[src/rtl/cache_refill_engine_pkg.sv]
// Shared cache refill types: FSM state, line/beat containers, way index and address-field widths.
// Latency, backpressure and flow control are not applicable: types and constants only.
package cache_refill_engine_pkg;

  localparam int unsigned S_OFFSET  = 5;
  localparam int unsigned S_INDEX   = 4;
  localparam int unsigned S_TAG     = 23;
  localparam int unsigned BEAT_W    = 64;
  localparam int unsigned NUM_BEATS = 4;
  localparam int unsigned LINE_W    = BEAT_W * NUM_BEATS;
  localparam int unsigned NUM_WAYS  = 4;

  typedef enum logic [1:0] {
    ST_IDLE,
    ST_WB,
    ST_FILL,
    ST_COMMIT
  } state_e;

  typedef logic [LINE_W-1:0] line_t;
  typedef logic [BEAT_W-1:0] beat_t;
  typedef logic [1:0]        way_t;
  typedef logic [1:0]        beat_idx_t;

  function automatic logic [NUM_WAYS-1:0] way_onehot(input way_t w);
    return NUM_WAYS'(1) << w;
  endfunction

endpackage

[src/rtl/cache_refill_engine_line_beat_buffer.sv]
// Four-beat line register file: one beat written per cycle, whole line read out continuously.
// Write lands on the next rising edge; there is no backpressure, the writer qualifies each beat with we.
module cache_refill_engine_line_beat_buffer
  import cache_refill_engine_pkg::*;
(
  input  logic      clk,
  input  logic      rst,
  input  logic      we,
  input  beat_idx_t waddr,
  input  beat_t     wdata,
  output line_t     line
);

  beat_t beat_q [NUM_BEATS];

  always_ff @(posedge clk or negedge rst) begin
    if (!rst) begin
      for (int i = 0; i < NUM_BEATS; i++) beat_q[i] <= '0;
    end else if (we) begin
      beat_q[waddr] <= wdata;
    end
  end

  for (genvar g = 0; g < NUM_BEATS; g++) begin : g_line
    assign line[g*BEAT_W +: BEAT_W] = beat_q[g];
  end

endmodule

[src/rtl/cache_refill_engine.sv]
// Miss refill engine: optional dirty-victim write-back, line fill burst, one-cycle commit into the victim way.
// Clean miss takes 6 cycles and dirty miss 10, request to IDLE; mem_resp=0 stalls the burst, and miss_req is ignored while busy.
module cache_refill_engine
  import cache_refill_engine_pkg::*;
#(
  parameter int unsigned s_offset  = S_OFFSET,
  parameter int unsigned s_index   = S_INDEX,
  parameter int unsigned s_tag     = S_TAG,
  parameter int unsigned beat_w    = BEAT_W,
  parameter int unsigned num_beats = NUM_BEATS
) (
  input  logic                 clk,
  input  logic                 rst,
  input  logic                 miss_req,
  input  logic [s_tag-1:0]     miss_tag,
  input  logic [s_index-1:0]   miss_index,
  input  logic [1:0]           victim_way,
  input  logic                 victim_dirty,
  input  logic [s_tag-1:0]     victim_tag,
  input  logic [LINE_W-1:0]    victim_line,
  output logic                 busy,
  output logic [NUM_WAYS-1:0]  fill_we,
  output logic [LINE_W-1:0]    fill_line,
  output logic [s_tag-1:0]     fill_tag,
  output logic [s_index-1:0]   fill_index,
  output logic                 done,
  output logic [31:0]          mem_addr,
  output logic                 mem_read,
  output logic                 mem_write,
  output logic [beat_w-1:0]    mem_wdata,
  input  logic [beat_w-1:0]    mem_rdata,
  input  logic                 mem_resp
);

  state_e              state_q, state_d;
  beat_idx_t           cnt_q, cnt_d;
  logic [s_tag-1:0]    tag_q;
  logic [s_tag-1:0]    vtag_q;
  logic [s_index-1:0]  idx_q;
  way_t                way_q;
  line_t               snap_q;
  logic                last_beat;
  logic                accept;

  assign accept    = (state_q == ST_IDLE) && miss_req;
  assign last_beat = (cnt_q == 2'(num_beats - 1));

  always_comb begin
    state_d = state_q;
    cnt_d   = cnt_q;
    unique case (state_q)
      ST_IDLE: begin
        if (miss_req) begin
          cnt_d   = '0;
          state_d = victim_dirty ? ST_WB : ST_FILL;
        end
      end
      ST_WB: begin
        // Counter wraps to 0 on the last beat, so FILL starts at beat 0.
        if (mem_resp) begin
          cnt_d = cnt_q + 2'd1;
          if (last_beat) state_d = ST_FILL;
        end
      end
      ST_FILL: begin
        if (mem_resp) begin
          cnt_d = cnt_q + 2'd1;
          if (last_beat) state_d = ST_COMMIT;
        end
      end
      ST_COMMIT: state_d = ST_IDLE;
      default:   state_d = ST_IDLE;
    endcase
  end

  always_ff @(posedge clk or negedge rst) begin
    if (!rst) begin
      state_q <= ST_IDLE;
      cnt_q   <= '0;
    end else begin
      state_q <= state_d;
      cnt_q   <= cnt_d;
    end
  end

  always_ff @(posedge clk or negedge rst) begin
    if (!rst) begin
      tag_q  <= '0;
      vtag_q <= '0;
      idx_q  <= '0;
      way_q  <= '0;
      snap_q <= '0;
    end else if (accept) begin
      tag_q  <= miss_tag;
      vtag_q <= victim_tag;
      idx_q  <= miss_index;
      way_q  <= victim_way;
      snap_q <= victim_line;
    end
  end

  cache_refill_engine_line_beat_buffer u_fill_buf (
    .clk   (clk),
    .rst   (rst),
    .we    ((state_q == ST_FILL) && mem_resp),
    .waddr (cnt_q),
    .wdata (mem_rdata),
    .line  (fill_line)
  );

  // Memory-side outputs decode only from state and latched fields, never from miss_req.
  always_comb begin
    mem_addr  = '0;
    mem_wdata = '0;
    unique case (state_q)
      ST_WB: begin
        mem_addr  = {vtag_q, idx_q, {s_offset{1'b0}}};
        mem_wdata = snap_q[int'(cnt_q)*beat_w +: beat_w];
      end
      ST_FILL: mem_addr = {tag_q, idx_q, {s_offset{1'b0}}};
      default: ;
    endcase
  end

  assign busy       = (state_q != ST_IDLE);
  assign mem_write  = (state_q == ST_WB);
  assign mem_read   = (state_q == ST_FILL);
  assign done       = (state_q == ST_COMMIT);
  assign fill_we    = (state_q == ST_COMMIT) ? way_onehot(way_q) : '0;
  assign fill_tag   = tag_q;
  assign fill_index = idx_q;

endmodule

[config.mk]
export PLATFORM = sky130hd
export DESIGN_NAME = cache_refill_engine
export DESIGN_NICKNAME = d
export VERILOG_FILES = /design/src/rtl/cache_refill_engine_pkg.sv /design/src/rtl/cache_refill_engine_line_beat_buffer.sv /design/src/rtl/cache_refill_engine.sv
export SDC_FILE = /design/constraint.sdc
export NUM_CORES = 1
export LEC_CHECK = 0
export CORE_AREA = 4 4 298 300
export DETAILED_ROUTE_END_ITERATION = 7
export DIE_AREA = 0 0 302 304
export SLEW_MARGIN = 20
export SYNTH_ARGS = -nofsm -noshare
export SYNTH_HDL_FRONTEND = slang
export SYNTH_HIERARCHICAL = 1
export SYNTH_SLANG_ARGS = --single-unit
[constraint.sdc]
create_clock -name clk -period 2 [get_ports clk]
set_input_delay 0.4 -clock clk [delete_from_list [all_inputs] [get_ports clk]]
set_output_delay 0.4 -clock clk [all_outputs]
set_load 0.01 [all_outputs]
==> run summary <==
The worst setup slack for register-to-register paths is -0.24 ns. The largest net degree at the start of global routing came out at 74. The cell type of the slowest stage on the worst timing path is sky130_fd_sc_hd__dfrtp_4.

The critical path goes through buf_12, buf_12, buf_8, buf_12, mux4_2, and2_1, buf_2. The setup TNS came out at -83.41 ns. In this run the power spent charging and discharging nets is 0.0198 W. By area the synthesized netlist is led by sky130_fd_sc_hd__dfrtp_1, sky130_fd_sc_hd__mux2_2, sky130_fd_sc_hd__mux4_2. In this run the cell area of the synthesized design comes to ~0.024 mm^2. The delay of the slowest critical-path stage came out at 0.50 ns. The number of global-route vias before repair came out at approximately 18k. The cell count after synthesis is around 1.5k. The final net count came out at roughly 2.8k.

The cell depth of the worst hold path came out at 2. Synthesis inferred between 500 and 600 register bits. The achievable clock frequency is 371 MHz. The starting DRC count in detailed routing came out at between 500 and 600. The relative slew slack came out at 0.567. Of the available clock period, the critical path in the final layout requires 1.35. The cell internal power dissipation came out at between 0.04 and 0.05 W. The share of total power dissipated in the clock network is 0.195.

Summed over all layers, the global routing overflow is 0. The switching share of power came out at 0.308. The share of total power in combinational logic came out at 0.479. A synthesized cell averages roughly 16 um^2. The path with the worst hold slack has its endpoint at vtag_q[8].

The count of endpoints failing hold in the final timing report is 0. The commonest cells after synthesis are sky130_fd_sc_hd__dfrtp_1, sky130_fd_sc_hd__mux2_2, sky130_fd_sc_hd__and2_1, sky130_fd_sc_hd__mux2_1, sky130_fd_sc_hd__mux4_2. The clock tree synthesis step divided the H-tree into 3 levels. The initial cell density of the core came out at 0.276. The first global-routing pass estimated 118000 um of wire. In the routed design, unresolved DRC markers number 0. The checks that failed: negative setup slack. The required time of the critical path is 1.60 ns.

The overall fraction of global-route tracks in use is 0.169. The kind of launch point of the worst setup path is a register. The setup skew after layout is 0.0331 ns.

The startpoint of the worst hold path is victim_tag[8]. Of the total synthesized cell area, the portion taken by XOR and XNOR cells is 0. The overall power is around 0.064 W. The worst setup path category is register to output pin. VDD sags by at most between 0.0009 and 0.001 V. Pin placement for this block handled between 700 and 800 I/O pins. The clock sink count is approximately 570. The routability-driven placement congestion ratio came out at roughly 0.89. The number of synthesized flops with an enable pin is 0. The number of pins with negative max-slew slack in the final report is 0. The startpoint identified for the worst register-to-register timing path is cnt_q[0]. Across all setup checks in the final design, the least slack found is -0.694 ns. The routed length on met3 came out at 7060 um.

The kind of cell with the highest combined delay along the critical path is buffers and inverters. Measured in cells, the most critical reg-to-reg path has a length of 10. The leakage power figure is about 16 nW. The total number of yosys warnings came out at 6. Once layout is done, the placed cells without fillers occupy between 0.03 and 0.04 mm^2. In this run the top signal layer used is met5. The total half-perimeter wirelength after legalization and detailed placement is between 50000 and 60000 um. The number of antenna violations at the first check in global routing is 23. The width of the chip came out at between 300 and 400 um. Setup repair after global routing could not meet its margin everywhere. The clock reaches the later pin of the worst-skew pair after a little under 0.6 ns.

The number of buffer cells added on primary ports is between 700 and 800. The routed wirelength normalized by instance count came out at approximately 22 um. The share of final-layout standard cells stronger than drive strength 1 is 0.474.

The sum of buffers and inverters on the critical path came out at 5. The deepest clock path buffer count came out at 3. The setup violation total in the final timing report came out at about 430.

The worst setup path is captured at an output pin. The min-delay analysis places its worst path in the category input pin to register. The critical path arrival came out at ~2.3 ns.

The placement row count came out at about 110. Wires add up to 81200 um. The power per unit of standard cell area is around 1700 mW/mm^2. The part of the power in registers came out at 0.326. Of the total synthesized cell area, the portion taken by AND, OR, NAND and NOR gates is 0.0304. The share of synthesized area occupied by flip-flops and latches came out at 0.598. Hold is met by 0.412 ns. The portion of synthesized cell area occupied by the leading cell type came out at 0.598. The growth of design area from synthesis to finish came out at 60.5%. The clock buffer count from CTS is 67. The most used flip-flop cell after synthesis is sky130_fd_sc_hd__dfrtp_1. The area fraction in compound gates after synthesis was 0.0104. sky130_fd_sc_hd__dfrtp_1 takes more of the synthesized area than any other cell. The area after detailed placement came out at 0.0336 mm^2. The most repeated library cell on the critical path is sky130_fd_sc_hd__buf_12. The floorplan die area came out at ~0.09 mm^2. The most frequent cell after synthesis is sky130_fd_sc_hd__dfrtp_1. The tree is rooted in a sky130_fd_sc_hd__clkbuf_16.

The portion of netlist area occupied by mux cells came out at 0.328. In this run, distinct cell masters in the synthesized netlist total 36. The total area inside the core boundary comes to around 0.086 mm^2. The fill cell instance count of the final layout came out at between 7k and 8k. The length of routed met2 wiring came out at between 40000 and 50000 um.

The shortest period the worst path allows came out at 2.69 ns. The fraction of registers with async set or reset after synthesis is 1.00. The flow ran to the end, but the final reports show violations.

The number of nets with antenna violations after routing is 0. Clock-pin slew was measured on the worst setup and hold paths at roughly 0.06 ns. The capturing point of the worst reg2reg path is u_fill_buf/line[0]. The slew at the pin closest to its max-slew limit is around 0.65 ns. The first detailed-routing pass ran for 4 iterations. The met1 wire length came out at 30200 um. The clock tree from TritonCTS is done. Measured along the y axis, the die boundary spans 304 um.

The total via count in the routed design is around 16k. The adder and majority cell fraction of the synthesized area is 0.00369. The biggest fanout along the worst timing path came out at 7. Using the TritonRoute via totals, the vias-per-cell ratio works out to ~4.5. By area, the combinational part of the netlist is dominated by multiplexers. The utilization of the core after routing is 0.442. The number of max-capacitance violations reported is 0.
==> sequential cells by signal (all words and copies together), names as in the netlist <==
| register | count |
|---|---|
| state_q | 2 |
| u_fill_buf/line | 256 |
| fill_index | 4 |
| vtag_q | 23 |
| fill_tag | 23 |
| snap_q | 256 |
| cnt_q | 2 |
| way_q | 2 |
==> power groups by stage <==
stage / clock network, W / registers [W] / logic [W]
2_1_floorplan: 0 / 0.0209 / 0.0120
3_3_place_gp: 0 / 0.0208 / 0.0253
3_5_place_dp: 0 / 0.0209 / 0.0258
4_1_cts: 0.0129 / 0.0209 / 0.0296
5_1_grt: 0.0134 / 0.0215 / 0.0327
6_report: 0.0125 / 0.0209 / 0.0308
==> per-stage QoR <==
stage,std cells,worst slack [ns]
2_1_floorplan,1460,0.0356
3_3_place_gp,3407,-0.440
3_5_place_dp,3407,-0.435
4_1_cts,3601,-0.755
5_1_grt,3621,-0.763
6_report,3627,-0.694
==> area by class of cell <==
cell class	count	area (um^2)	share of cell area
clock buffer	93	1990	0.0521
multi-input combinational	790	9590	0.251
tap	1155	1450	0.0379
timing repair buffer	979	10500	0.276
sequential	568	14200	0.373
inverter	5	28.8	0.000754
antenna	12	30.0	0.000787
clock inverter	25	303	0.00794
==> per-layer routing <==
layer,GRT usage,up-vias
met2,0.300,611
li1,-,7191
met3,0.0608,155
met5,0,-
met1,0.188,8355
met4,0.0551,22
==> cell usage in the layout (no fill, tap or decap), types with 3 or more instances in the layout <==
master	count
sky130_fd_sc_hd__clkdlybuf4s50_1	658
sky130_fd_sc_hd__dfrtp_1	566
sky130_fd_sc_hd__mux2_2	492
sky130_fd_sc_hd__buf_6	119
sky130_fd_sc_hd__buf_4	92
sky130_fd_sc_hd__clkbuf_16	74
sky130_fd_sc_hd__mux4_2	64
sky130_fd_sc_hd__buf_12	60
sky130_fd_sc_hd__and2_4	58
sky130_fd_sc_hd__mux2_4	56
sky130_fd_sc_hd__a22oi_2	23
sky130_fd_sc_hd__buf_2	19
sky130_fd_sc_hd__clkbuf_8	17
sky130_fd_sc_hd__buf_8	16
sky130_fd_sc_hd__mux2_1	16
sky130_fd_sc_hd__clkinv_2	13
sky130_fd_sc_hd__diode_2	12
sky130_fd_sc_hd__nor2b_4	11
sky130_fd_sc_hd__nor2b_1	8
sky130_fd_sc_hd__buf_16	8
sky130_fd_sc_hd__and2_1	7
sky130_fd_sc_hd__clkbuf_1	7
sky130_fd_sc_hd__nor2b_2	6
sky130_fd_sc_hd__ha_4	6
sky130_fd_sc_hd__and3_4	5
sky130_fd_sc_hd__conb_1	5
sky130_fd_sc_hd__bufinv_16	5
sky130_fd_sc_hd__nand3b_1	3
sky130_fd_sc_hd__nor2_1	3
sky130_fd_sc_hd__inv_6	3
==> worst max path at each step <==
| stage | startpoint | to | slack [ns] | cells after the start |
|---|---|---|---|---|
| floorplan | state_q[1] | mem_wdata[33] | 0.04 | 6 |
| global placement | cnt_q[0] | mem_wdata[43] | -0.44 | 5 |
| detailed placement | cnt_q[0] | mem_wdata[43] | -0.43 | 5 |
| CTS | cnt_q[0] | mem_wdata[55] | -0.76 | 7 |
| global route | cnt_q[0] | mem_wdata[55] | -0.76 | 7 |
| finish | cnt_q[0] | mem_wdata[57] | -0.69 | 7 |
==> cell families (layout without fill, tap and decap cells) <==
family                   count (synthesis)  in the layout
flip-flops                             568            568
buffers and inverters                  102           1102
AO/OA/AOI/OAI                           33             33
AND/OR/NAND/NOR                        117            117
other                                    1             17
adder cells (fa/ha/maj)                  7              7
multiplexers                           628            628
==> repair_timing <==
item / in CTS / in global routing
hold endpoints to repair: 27 / 0
buffers inserted: 66 / 28
pin swaps: 76 / 19
gates resized for setup: 693 / 119
cloned: 14 / 5
endpoints found under the setup margin: 372 / 390
hold buffers: 1 / 0
No activity file was read; power rests on OpenSTA's default activity.
